===== config.mk =====
export PLATFORM = sky130hd
export DESIGN_NAME = ifio_mux
export DESIGN_NICKNAME = d
export VERILOG_FILES = /design/src/rtl/ifio_mux.sv
export SDC_FILE = /design/constraint.sdc
export NUM_CORES = 1
export LEC_CHECK = 0
export CAP_MARGIN = 20
export CORE_ASPECT_RATIO = 1.2
export CORE_UTILIZATION = 45
export DETAILED_ROUTE_END_ITERATION = 12
export GPL_TIMING_DRIVEN = 0
export PLACE_DENSITY_LB_ADDON = 0.2
export SLEW_MARGIN = 25
export SYNTH_ARGS = -nofsm -noshare
export SYNTH_HDL_FRONTEND = slang
export SYNTH_SLANG_ARGS = --single-unit
export TNS_END_PERCENT = 100

===== constraint.sdc =====
create_clock -name clk -period 5 [get_ports clk]
set_clock_uncertainty 0.15 [all_clocks]
set_input_delay 1.5 -clock clk [delete_from_list [all_inputs] [get_ports clk]]
set_output_delay 1.5 -clock clk [all_outputs]
set_load 0.03 [all_outputs]

===== src/rtl/ifio_mux.sv =====
// ifio_mux: NCH-channel FIFO-buffered round-robin beat multiplexer onto one registered output
//   clk, rst_n                  : clock, asynchronous active-low reset
//   in_valid/in_ready/in_last   : per-channel handshake and end-of-packet (NCH bits each)
//   in_data                     : channel c at bits [c*DW +: DW]
//   out_valid/out_ready         : output handshake
//   out_data/out_last/out_chan  : output beat, end-of-packet, source channel
//   Define IFIO_MUX_LOCK_EN to keep the grant on one channel until its last beat is loaded.
module ifio_mux #(
  parameter int NCH   = 4,
  parameter int DW    = 32,
  parameter int DEPTH = 4,
  localparam int CW   = (NCH > 1) ? $clog2(NCH) : 1,
  localparam int AW   = $clog2(DEPTH),
  localparam int OW   = AW + 1
) (
  input  logic              clk,
  input  logic              rst_n,
  input  logic [NCH-1:0]    in_valid,
  output logic [NCH-1:0]    in_ready,
  input  logic [NCH*DW-1:0] in_data,
  input  logic [NCH-1:0]    in_last,
  output logic              out_valid,
  input  logic              out_ready,
  output logic [DW-1:0]     out_data,
  output logic              out_last,
  output logic [CW-1:0]     out_chan
);
  logic [DW:0]   mem_q [NCH][DEPTH];
  logic [AW-1:0] wp_q [NCH], wp_d [NCH], rp_q [NCH], rp_d [NCH];
  logic [OW-1:0] cnt_q [NCH], cnt_d [NCH];
  logic [NCH-1:0] wr, rd;
  logic          out_valid_q, out_valid_d, out_last_q, out_last_d;
  logic [DW-1:0] out_data_q, out_data_d;
  logic [CW-1:0] out_chan_q, out_chan_d, rr_q, rr_d, gnt, idx, nxt;
  logic          load_en, found, pop;
  logic [DW:0]   head;
`ifdef IFIO_MUX_LOCK_EN
  logic          lock_q, lock_d;
  logic [CW-1:0] lock_ch_q, lock_ch_d;
`endif
  assign out_valid = out_valid_q;
  assign out_data  = out_data_q;
  assign out_last  = out_last_q;
  assign out_chan  = out_chan_q;
  always_comb begin
    load_en = !out_valid_q || out_ready;
    found = 1'b0;
    gnt = '0;
    idx = '0;
    // first non-empty channel at or after rr_q, wrapping
    for (int k = 0; k < NCH; k++) begin
      idx = CW'((int'(rr_q) + k) % NCH);
      if (!found && cnt_q[idx] != '0) begin
        found = 1'b1;
        gnt = idx;
      end
    end
`ifdef IFIO_MUX_LOCK_EN
    // a locked channel owns the output even when empty (bubble)
    if (lock_q) begin
      found = cnt_q[lock_ch_q] != '0;
      gnt = lock_ch_q;
    end
`endif
    pop = load_en && found;
    head = mem_q[gnt][rp_q[gnt]];
    nxt = (gnt == CW'(NCH - 1)) ? '0 : gnt + 1'b1;
    out_valid_d = load_en ? found : out_valid_q;
    out_data_d = pop ? head[DW-1:0] : out_data_q;
    out_last_d = pop ? head[DW] : out_last_q;
    out_chan_d = pop ? gnt : out_chan_q;
`ifdef IFIO_MUX_LOCK_EN
    rr_d = (pop && head[DW]) ? nxt : rr_q;
    lock_d = pop ? !head[DW] : lock_q;
    lock_ch_d = pop ? gnt : lock_ch_q;
`else
    rr_d = pop ? nxt : rr_q;
`endif
    for (int c = 0; c < NCH; c++) begin
      in_ready[c] = cnt_q[c] != OW'(DEPTH);
      wr[c] = in_valid[c] && in_ready[c];
      rd[c] = pop && gnt == CW'(c);
      wp_d[c] = wr[c] ? wp_q[c] + 1'b1 : wp_q[c];
      rp_d[c] = rd[c] ? rp_q[c] + 1'b1 : rp_q[c];
      cnt_d[c] = cnt_q[c] + OW'(wr[c]) - OW'(rd[c]);
    end
  end
  always_ff @(posedge clk) begin
    for (int c = 0; c < NCH; c++)
      if (wr[c]) mem_q[c][wp_q[c]] <= {in_last[c], in_data[c*DW +: DW]};
  end
  always_ff @(posedge clk or negedge rst_n) begin
    if (!rst_n) begin
      out_valid_q <= 1'b0;
      out_data_q <= '0;
      out_last_q <= 1'b0;
      out_chan_q <= '0;
      rr_q <= '0;
`ifdef IFIO_MUX_LOCK_EN
      lock_q <= 1'b0;
      lock_ch_q <= '0;
`endif
      for (int c = 0; c < NCH; c++) begin
        wp_q[c] <= '0;
        rp_q[c] <= '0;
        cnt_q[c] <= '0;
      end
    end else begin
      out_valid_q <= out_valid_d;
      out_data_q <= out_data_d;
      out_last_q <= out_last_d;
      out_chan_q <= out_chan_d;
      rr_q <= rr_d;
`ifdef IFIO_MUX_LOCK_EN
      lock_q <= lock_d;
      lock_ch_q <= lock_ch_d;
`endif
      for (int c = 0; c < NCH; c++) begin
        wp_q[c] <= wp_d[c];
        rp_q[c] <= rp_d[c];
        cnt_q[c] <= cnt_d[c];
      end
    end
  end
endmodule


# == After elaboration in Yosys (flattened, before gate mapping) ==
# Memories as Yosys holds them, arrays and structs flattened.
# Cells that the tools add are included.
# word_totals
ff_bits,66
ram_bits,528
out_inout_bits,40
word_cells,138
memories,1
# op_classes
n_addsub,20
magnitude_cmp,14
eq_ne,7
muxes,43
bitwise,10
n_reduce_logical,26
# memory_table
name,words,width,read_ports,rd_clocked_by_memory_dff,wr,line,rtl
mem_q,4,132,1,0,4,28,logic [DW:0] mem_q [NCH][DEPTH];
# ops
op,n
$mux 132,4
$demux 33 s2,4
$mux 33,6
$bmux 33 s2,1
$ge 3x3->1 const B,10
$not 2->3,10
$bmux 3 s2,4
$mux 3,8
$add 2x1->2 const B,10
$logic_and 1x1->1,16
$mux 2,7
$add 3x1->3,4
$lt 3x1->1 const B,4
$ne 3x3->1 const B,4
$reduce_bool 3->1,4
$sub 3x1->3,4
$mux 1,8
$add 2x2->2 const B,2
$bmux 2 s2,1
$eq 2x2->1 const B,2
$logic_not 1->1,4
$eq 2x1->1 const B,1
$logic_not 2->1,1
$logic_or 1x1->1,1

# == Depth between registers and ports, before layout ==
# Gate-level depths: netlist of the first run.
# logic_depth
depth_word,23
mapped_depth,19
depth_no_buf,16

# == Least setup slack after synthesis of the first run ==
# No wires, ideal clock.
# synth_timing
path_kind,register to register
from,reg cnt_q[10] (netlist name)
to,reg cnt_q[11] (netlist name)
arrival_time_ps,3957
required_time_ps,4723
slack_ps,766
stages_incl_launch_ff,19
period_less_slack_ps,4234
path_cell_list,dfrtp_1 -> or3_1 -> nand4_1 -> nand2_1 -> nor3_2 -> clkbuf_1 -> clkbuf_1 -> xnor2_1 -> nor2_1 -> inv_1 -> ha_1 -> and3_1 -> ha_1 -> inv_1 -> ha_1 -> inv_1 -> fa_1 -> xnor2_1 -> xnor2_1
# synth_rtl
item,line,rtl
"start, declared",30,"logic [OW-1:0] cnt_q [NCH], cnt_d [NCH];"
"start signal, assigned by index",121,cnt_q[c] <= cnt_d[c];

# == Worst setup path in the final report of the first run ==
# layout_timing
from,reg cnt_q[7] (netlist name)
to,reg out_data_q[4] (netlist: out_data[4])
# layout_between
elab_chain_cells,22
# layout_rtl
item,line,rtl
$bmux 3 s2,53,if (!found && cnt_q[idx] != '0) begin
$mux 3 (implied by the code) (2 in series),53,
$reduce_bool 3->1,53,
$mux 1,53,
$logic_not 1->1,53,
$logic_and 1x1->1,53,
$mux 1,53,
$logic_not 1->1,53,
[3 not listed],-,
$logic_and 1x1->1,53,
$mux 2,53,
$not 2->3 (implied by the code),66,head = mem_q[gnt][rp_q[gnt]];
$bmux 2 s2,66,
$mux 2 (implied by the code) (2 in series),66,
$not 2->3 (implied by the code),66,
$bmux 33 s2,66,
$mux 33 (implied by the code) (2 in series),66,
"end signal, assigned",110,out_data_q <= out_data_d;
"end, declared",33,"logic [DW-1:0] out_data_q, out_data_d;"
# Several ways; a longest one is shown, not always the timed one. The select of a mux whose other input is x is not followed.
# A chain may end at the register's enable or synchronous reset.

==> out/qor.json, run 1 <==
{
  "detailroute.via_count": {"value": 25200},
  "most_frequently_used_cell_type_in_the_post_synthesis_netlist": {"value": "edfxtp_1"},
  "fp-row-count": {"value": 104},
  "pwr-share-clk": {"value": 17.5, "unit": "%"},
  "via_per_inst": {"value": 6.924},
  "areaGrowthSynthToFinish": {"value": 18.23, "unit": "%"},
  "synth_async_sr_flop_share": {"value": 11.11, "unit": "%"},
  "insertion_delay": {"value": 0.65, "unit": "ns"},
  "setup_violations": {"value": 0},
  "worst-path-max-fanout": {"value": 10},
  "p_comb_share": {"value": 56.8, "unit": "%"},
  "cts_made_buffers": {"value": 61},
  "fin_nets": {"value": 2857},
  "total_die_area": {"value": 0.06952, "unit": "mm²"},
  "die_w": {"value": 240.9, "unit": "µm"},
  "finalWorstPathRequiredPeriod": {"value": 4.913, "unit": "ns"},
  "grt_setup_unrepaired": {"value": "false"},
  "switching_power_share_of_the_total": {"value": 47.07, "unit": "%"},
  "drt_iter0_drc": {"value": 3058},
  "max_cap_violations": {"value": 0},
  "yosys_warnings": {"value": 0},
  "globalRouteMet1Util": {"value": 43.11, "unit": "%"},
  "wl_per_cell": {"value": 33.36, "unit": "µm"},
  "postSynthRegisterBits": {"value": 594},
  "io_buffers": {"value": 178},
  "grt_use_total": {"value": 34.54, "unit": "%"},
  "route.antenna.remaining_nets": {"value": 0},
  "vias_in_the_first_global_route": {"value": 25270},
  "max-vdd-ir-drop": {"value": 0.4020, "unit": "mV"},
  "switchingPower": {"value": 13630, "unit": "µW"},
  "cts_tree": {"value": "done"},
  "synthesis.nets": {"value": 2598},
  "slew_viol_final": {"value": 0},
  "final_core_utilization": {"value": 54.04, "unit": "%"},
  "global_route.peak_usage_layer": {"value": "met2"},
  "drive_above_1_share": {"value": 17.09, "unit": "%"},
  "report.final.hold_viol_count": {"value": 0},
  "synth.cells.most_frequent": {"value": "edfxtp_1 (528), a22oi_1 (420), mux2_2 (257)"},
  "setup_ws": {"value": 0.08675, "unit": "ns"},
  "synth.avg_cell_area": {"value": 12.70, "unit": "µm²"},
  "critPathKind": {"value": "reg -> reg"},
  "drcViolationCount": {"value": 0},
  "status": {"value": "finished clean"},
  "ys_dominant_reg_cell": {"value": "edfxtp_1"},
  "initial_antenna_violation_count": {"value": 1},
  "standard_cell_area_after_detailed_placement": {"value": 0.03417, "unit": "mm²"},
  "maximum_level_of_the_cts_h_tree": {"value": 2},
  "clock-root-buffer": {"value": "clkbuf_16"},
  "p_int": {"value": 15330, "unit": "µW"},
  "grt_use_met2": {"value": 57.49, "unit": "%"},
  "max-clock-path-buffers": {"value": 3},
  "p_leak": {"value": 0.01168, "unit": "µW"},
  "core_area": {"value": 0.06740, "unit": "mm²"},
  "worst_ep_arrival_time": {"value": 5.32, "unit": "ns"},
  "drt_pre_antenna_iters": {"value": 9},
  "pin_count_of_the_biggest_net_entering_global_routing": {"value": 48},
  "worst-slew-pin-transition": {"value": 1.144, "unit": "ns"},
  "fmaxAchievable": {"value": 0.2035, "unit": "GHz"},
  "synth.largest_area_cell": {"value": "edfxtp_1"},
  "timing.setup.tns": {"value": 0, "unit": "ns"},
  "worst_ep_required_time": {"value": 5.41, "unit": "ns"},
  "totalWireLength": {"value": 121.4, "unit": "mm"},
  "num_io_pins": {"value": 179},
  "synth.area.top_cells": {"value": "edfxtp_1 (51%), a22oi_1 (10%), mux2_2 (9.4%)"},
  "cts.reportedPaths.clkPinSlew": {"value": 0.06, "unit": "ns"},
  "number_of_enable_type_register_cells_in_the_synthesized_netlist": {"value": 528},
  "met3_resource_use_gr": {"value": 7.933, "unit": "%"},
  "dpl.hpwl": {"value": 90.76, "unit": "mm"},
  "timing.critical_path.from_type": {"value": "register"},
  "ys_seq_area_share": {"value": 56.82, "unit": "%"},
  "initial_core_util": {"value": 45.71, "unit": "%"},
  "grt-ovfl-total": {"value": 0},
  "number_of_antenna_cells_inserted": {"value": 0},
  "synthesis.area": {"value": 0.03081, "unit": "mm²"},
  "power.density": {"value": 795.1, "unit": "mW/mm²"},
  "sequentialPowerShare": {"value": 25.7, "unit": "%"},
  "gp_congestion": {"value": 0.9903},
  "hold_path_class": {"value": "reg -> reg"},
  "setup.worst_path.end_class": {"value": "register"},
  "post_place_setup_slack": {"value": -0.9048, "unit": "ns"},
  "timing.slew.headroom": {"value": 23.73, "unit": "%"},
  "final_min_period_over_clock_period": {"value": 98.27, "unit": "%"},
  "postSynthCellCount": {"value": 2427},
  "cts.sink_count": {"value": 594},
  "fp.dieH": {"value": 288.6, "unit": "µm"},
  "post_synth_num_cell_types": {"value": 55},
  "grt_first_pass_wirelength": {"value": 172.0, "unit": "mm"},
  "finish.instance_area": {"value": 0.03643, "unit": "mm²"},
  "synth.top_cell.area_share": {"value": 51.46, "unit": "%"}
}
-- state kept, by name (all words and copies together), names as in the netlist --
signal / cells
out_data: 32
rr_q: 2
cnt_q: 12
mem_q: 528
rp_q: 8
out_valid: 1
out_chan: 2
wp_q: 8
out_last: 1
-- layout by cell type, fill, tap and decap left out, drive strengths merged, types with 5 or more instances in the layout --
cell type	count
dfrtp	66
a41oi	35
a31oi	5
o21ai	10
a21oi	131
nand3	37
o311ai	66
nor3	14
o211ai	192
ha	28
xnor2	18
a221oi	68
bufinv	15
clkbuf	268
inv	30
and3	22
and2	6
mux2	258
nand3b	32
nand2	36
a22oi	420
edfxtp	528
clkdlybuf4s50	177
o31ai	6
buf	83
nand4	71
clkinv	29
nor2	41
-- final timing paths --
path	start	to	slack, ns	depth (start not counted)
setup / recovery	cnt_q[7]$_DFF_PN0_	out_data[4]$_DFFE_PN0P_	0.09	11
hold / removal	out_chan[1]$_DFFE_PN0P_	out_chan[1]$_DFFE_PN0P_	0.35	2
setup reg to reg	cnt_q[7]$_DFF_PN0_	out_data[4]$_DFFE_PN0P_	0.09	11
hold reg to reg	out_chan[1]$_DFFE_PN0P_	out_chan[1]$_DFFE_PN0P_	0.35	2
max in group asynchronous	rst_n	out_data[17]$_DFFE_PN0P_	3.48	2
min in group asynchronous	rst_n	cnt_q[9]$_DFF_PN0_	0.61	1
-- kinds of logic after synthesis --
kind of cell	after synthesis	synth area share, %
AO/OA/AOI/OAI	957	22.95
flip-flops	594	56.82
buffers and inverters	296	3.931
AND/OR/NAND/NOR	267	4.796
multiplexers	260	9.507
adder cells (fa/ha/maj)	32	1.397
XOR/XNOR	21	0.5970
-- repair_timing --
item	in CTS	in global routing
pin swaps	2	1
gates resized for setup	14	10
hold buffers	0	0
hold endpoints to repair	0	0
endpoints found under the setup margin	45	7
buffers inserted	2	0
-- power groups by stage --
stage	sequential, µW	clock (µW)	combinational (µW)
CTS	7410	5100	16000
global route	7530	5270	17200
detailed placement	7490	0	15900
finish	7450	5070	16400
floorplan	7520	0	9550
global placement	7490	0	15400
-- critical path: stages, from the launching register on --
cell	delay (ns)
dfrtp_1	0.44
or3_1	0.46
buf_2	0.19
nand3_1	0.17
a21oi_4	0.18
clkbuf_1	0.36
o311ai_0	0.48
a32oi_1	0.30
nor2_1	0.81
clkbuf_1	0.47
nand3_1	0.45
a41oi_1	0.35
-- stage by stage --
stage | instances | hold slack (ns) | total power (µW)
after floorplan | 2427 | 0.3095 | 17080
after global placement | 3506 | 0.3261 | 22890
after detailed placement | 3524 | 0.3303 | 23400
after CTS | 3640 | 0.3429 | 28510
after global routing | 3639 | 0.3760 | 30050
final | 3639 | 0.3487 | 28960
-- metal layers --
| metal | part of all wire (%) | vias to the layer above | wire length, µm |
|---|---|---|---|
| met5 | 0.0099 | - | 12 |
| met4 | 4.2 | 2 | 5048 |
| met3 | 10 | 292 | 12120 |
| met2 | 48 | 1491 | 58340 |
| met1 | 38 | 12750 | 45870 |
| li1 | - | 10660 | - |
-- layout make-up --
type | count | area, µm²
clock buffer | 67 | 1570
sequential | 594 | 17510
clock inverter | 48 | 625.6
multi-input combinational | 1537 | 12160
tap | 901 | 1127
fill | 5701 | 30980
buffer | 264 | 1117
timing repair buffer | 198 | 2206
inverter | 30 | 115.1
Power figures use the tool's default switching activity.
==> run 2: changes to the inputs <==
--- a/config.mk
+++ b/config.mk
@@ -10,7 +10,7 @@
 export CORE_UTILIZATION = 45
 export DETAILED_ROUTE_END_ITERATION = 12
 export GPL_TIMING_DRIVEN = 0
-export PLACE_DENSITY_LB_ADDON = 0.2
+export PLACE_DENSITY_LB_ADDON = 0.3
 export SLEW_MARGIN = 25
 export SYNTH_ARGS = -nofsm -noshare
 export SYNTH_HDL_FRONTEND = slang
==> run 2 against run 1 <==
Effect of this change: utilization shrank 0.16 points; sequential share of layout area rose by 0.14 points; routed wire length up 0.33%; clock power decreased by 4%; die area stayed put; sequential power barely moved; global-route usage barely moved; register-to-register slack hardly changed; flip-flop and latch count unchanged; clock-buffer cell count grew 18; largest cell class unchanged; highest routed layer unchanged.
==> out/qor.json, run 2 (synthesis results as in run 1) <==
{
  "pin_count_of_the_biggest_net_entering_global_routing": {"value": 37, "change": "was 48"},
  "power.density": {"value": 795.9, "unit": "mW/mm²", "change": "was 795.1 mW/mm²"},
  "timing.critical_path.from_type": {"value": "register", "change": "unchanged"},
  "fp-row-count": {"value": 104, "change": "unchanged"},
  "gp_congestion": {"value": 0.9948, "change": "was 0.9903"},
  "critPathKind": {"value": "reg -> reg", "change": "unchanged"},
  "worst-path-max-fanout": {"value": 10, "change": "unchanged"},
  "vias_in_the_first_global_route": {"value": 25330, "change": "was 25,270"},
  "p_leak": {"value": 0.01164, "unit": "µW", "change": "was 0.01168 µW"},
  "totalWireLength": {"value": 121.8, "unit": "mm", "change": "was 121.4 mm"},
  "timing.slew.headroom": {"value": 21.46, "unit": "%", "change": "was 23.73%"},
  "die_w": {"value": 240.9, "unit": "µm", "change": "unchanged"},
  "timing.rr.end": {"value": "out_data[4]$_DFFE_PN0P_", "change": "unchanged"},
  "initial_core_util": {"value": 45.71, "unit": "%", "change": "unchanged"},
  "grt-ovfl-total": {"value": 0, "change": "unchanged"},
  "met3_resource_use_gr": {"value": 8.278, "unit": "%", "change": "was 7.933%"},
  "setup.worst_path.end_class": {"value": "register", "change": "unchanged"},
  "route.antenna.remaining_nets": {"value": 0, "change": "unchanged"},
  "via_per_inst": {"value": 6.950, "change": "was 6.924"},
  "fin_hold_ws": {"value": 0.3485, "unit": "ns", "change": "was 0.3487 ns"},
  "hold_path_class": {"value": "reg -> reg", "change": "unchanged"},
  "cp-startpoint": {"value": "rr_q[0]$_DFFE_PN0P_", "change": "was cnt_q[7]$_DFF_PN0_"},
  "fin_total_pwr": {"value": 28910, "unit": "µW", "change": "was 28,960 µW"},
  "status": {"value": "finished clean", "change": "unchanged"},
  "finish.instance_area": {"value": 0.03632, "unit": "mm²", "change": "was 0.03643 mm²"},
  "grt_use_met2": {"value": 57.61, "unit": "%", "change": "was 57.49%"},
  "maximum_level_of_the_cts_h_tree": {"value": 3, "change": "was 2"},
  "crit_end": {"value": "out_data[4]$_DFFE_PN0P_", "change": "unchanged"},
  "drcViolationCount": {"value": 0, "change": "unchanged"},
  "global_route.peak_usage_layer": {"value": "met2", "change": "unchanged"},
  "setup_ws": {"value": 0.09412, "unit": "ns", "change": "was 0.08675 ns"},
  "globalRouteMet1Util": {"value": 42.35, "unit": "%", "change": "was 43.11%"},
  "total_die_area": {"value": 0.06952, "unit": "mm²", "change": "unchanged"},
  "fp.dieH": {"value": 288.6, "unit": "µm", "change": "unchanged"},
  "areaGrowthSynthToFinish": {"value": 17.89, "unit": "%", "change": "was 18.23%"},
  "clock-root-buffer": {"value": "clkbuf_16", "change": "unchanged"},
  "fmaxAchievable": {"value": 0.2038, "unit": "GHz", "change": "was 0.2035 GHz"},
  "number_of_flip_flops_under_the_largest_register_name": {"value": 528, "change": "unchanged"},
  "standard_cell_area_after_detailed_placement": {"value": 0.03416, "unit": "mm²", "change": "was 0.03417 mm²"},
  "worst-slew-pin-transition": {"value": 1.178, "unit": "ns", "change": "was 1.144 ns"},
  "fin_nets": {"value": 2861, "change": "was 2,857"},
  "cts_tree": {"value": "done", "change": "unchanged"},
  "insertion_delay": {"value": 0.63, "unit": "ns", "change": "was 0.65 ns"},
  "reg2reg_from": {"value": "rr_q[0]$_DFFE_PN0P_", "change": "was cnt_q[7]$_DFF_PN0_"},
  "timing.setup.tns": {"value": 0, "unit": "ns", "change": "unchanged"},
  "wl_per_cell": {"value": 33.47, "unit": "µm", "change": "was 33.36 µm"},
  "num_io_pins": {"value": 179, "change": "unchanged"},
  "finalWorstPathRequiredPeriod": {"value": 4.906, "unit": "ns", "change": "was 4.913 ns"},
  "drive_above_1_share": {"value": 17.09, "unit": "%", "change": "unchanged"},
  "grt_setup_unrepaired": {"value": "false", "change": "unchanged"},
  "slew_viol_final": {"value": 0, "change": "unchanged"},
  "dpl.hpwl": {"value": 90.40, "unit": "mm", "change": "was 90.76 mm"},
  "detailroute.via_count": {"value": 25290, "change": "was 25,200"},
  "setup_violations": {"value": 0, "change": "unchanged"},
  "report.final.hold_viol_count": {"value": 0, "change": "unchanged"},
  "io_buffers": {"value": 178, "change": "unchanged"},
  "grt_first_pass_wirelength": {"value": 171.4, "unit": "mm", "change": "was 172.0 mm"},
  "final_min_period_over_clock_period": {"value": 98.12, "unit": "%", "change": "was 98.27%"},
  "cts.reportedPaths.clkPinSlew": {"value": 0.06, "unit": "ns", "change": "about the same"},
  "max-vdd-ir-drop": {"value": 0.4357, "unit": "mV", "change": "was 0.4020 mV"},
  "worst_ep_required_time": {"value": 5.36, "unit": "ns", "change": "was 5.41 ns"},
  "worst_ep_arrival_time": {"value": 5.27, "unit": "ns", "change": "was 5.32 ns"},
  "grt_use_total": {"value": 34.50, "unit": "%", "change": "was 34.54%"},
  "initial_antenna_violation_count": {"value": 3, "change": "was 1"},
  "rrSetupSlack": {"value": 0.09, "unit": "ns", "change": "about the same"},
  "number_of_antenna_cells_inserted": {"value": 0, "change": "unchanged"},
  "cts.sink_count": {"value": 594, "change": "unchanged"},
  "post_place_setup_slack": {"value": -0.8164, "unit": "ns", "change": "was -0.9048 ns"},
  "cts_hold_buffers": {"value": 0, "change": "unchanged"},
  "core_area": {"value": 0.06740, "unit": "mm²", "change": "unchanged"},
  "mostFrequentLayoutCell": {"value": "edfxtp_1", "change": "unchanged"},
  "cts_made_buffers": {"value": 66, "change": "was 61"},
  "layout_common_cells": {"value": "edfxtp_1 (528), a22oi_1 (420), mux2_2 (257), clkbuf_1 (201), o211ai_1 (192)", "change": "was edfxtp_1 (528), a22oi_1 (420), mux2_2 (257), clkbuf_1 (192), o211ai_1 (192)"},
  "max_cap_violations": {"value": 0, "change": "unchanged"},
  "drt_iter0_drc": {"value": 3084, "change": "was 3,058"},
  "max-clock-path-buffers": {"value": 3, "change": "unchanged"},
  "drt_pre_antenna_iters": {"value": 8, "change": "was 9"},
  "reg2regPathDepth": {"value": 9, "change": "was 11"}
}
## run 2: cell types whose count changed in the layout (fill, tap and decap cells not counted), sizes merged
cell           previous run  this run
buf                      83        82
clkinvlp                  4         3
bufinv                   15         5
clkdlybuf4s15             1         0
clkbuf                  268       287
clkinv                   29        19
inv                      30        34
## run 2: worst min-delay path by stage
stage                                  startpoint                 endpoint  slack (ns)  cells past startpoint
after floorplan               rp_q[5]$_DFFE_PN0P_      rp_q[5]$_DFFE_PN0P_        0.31                      1
after detailed placement      rp_q[1]$_DFFE_PN0P_      rp_q[1]$_DFFE_PN0P_        0.34                      1
after global placement    out_chan[0]$_DFFE_PN0P_  out_chan[0]$_DFFE_PN0P_        0.34                      2
final                         rp_q[1]$_DFFE_PN0P_      rp_q[1]$_DFFE_PN0P_        0.35                      1
after global routing          rp_q[1]$_DFFE_PN0P_      rp_q[1]$_DFFE_PN0P_        0.37                      1
after CTS                     rp_q[1]$_DFFE_PN0P_      rp_q[1]$_DFFE_PN0P_        0.35                      1
## run 2: area by class of cell
| cell class | count | area [µm²] |
|---|---|---|
| buffer | 264 | 1107 |
| inverter | 30 | 115.1 |
| clock buffer | 85 | 1804 |
| clock inverter | 31 | 309.0 |
| fill | 5750 | 31080 |
| timing repair buffer | 197 | 2213 |
| tap | 901 | 1127 |
| multi-input combinational | 1537 | 12140 |
| sequential | 594 | 17510 |
## run 2: through the flow
stage	utilization, %	std cells
finish	53.89	3639
global route	53.89	3639
CTS	53.84	3637
detailed placement	50.68	3523
global placement	50.03	3506
floorplan	-	2427
## run 2: layer usage
metal	vias to the layer above	wire [µm]
li1	10660	-
met1	12670	44900
met2	1665	59080
met3	291	12730
met4	4	5050
met5	-	23
## run 2: where the power goes
| part | switching, µW | internal [µW] |
|---|---|---|
| registers | 766 | 6690 |
| logic | 11000 | 5610 |
| clock network | 2080 | 2820 |
## run 2: worst max-delay path, cell delays in order, from the launching register on
cell and delay [ns]:
dfrtp_1 0.42, clkbuf_1 0.38, clkbuf_1 0.47, clkbuf_1 0.73, clkbuf_1 0.81, clkbuf_1 0.88, a22oi_1 0.21, o211ai_1 0.15
nand3_1 0.27, a41oi_1 0.32
## run 2: what timing repair did
action                     in CTS  in global routing
gates resized for setup        10                  3
setup buffers                   0                  1
setup endpoints to repair      45                 27
pin swaps                       0                  1
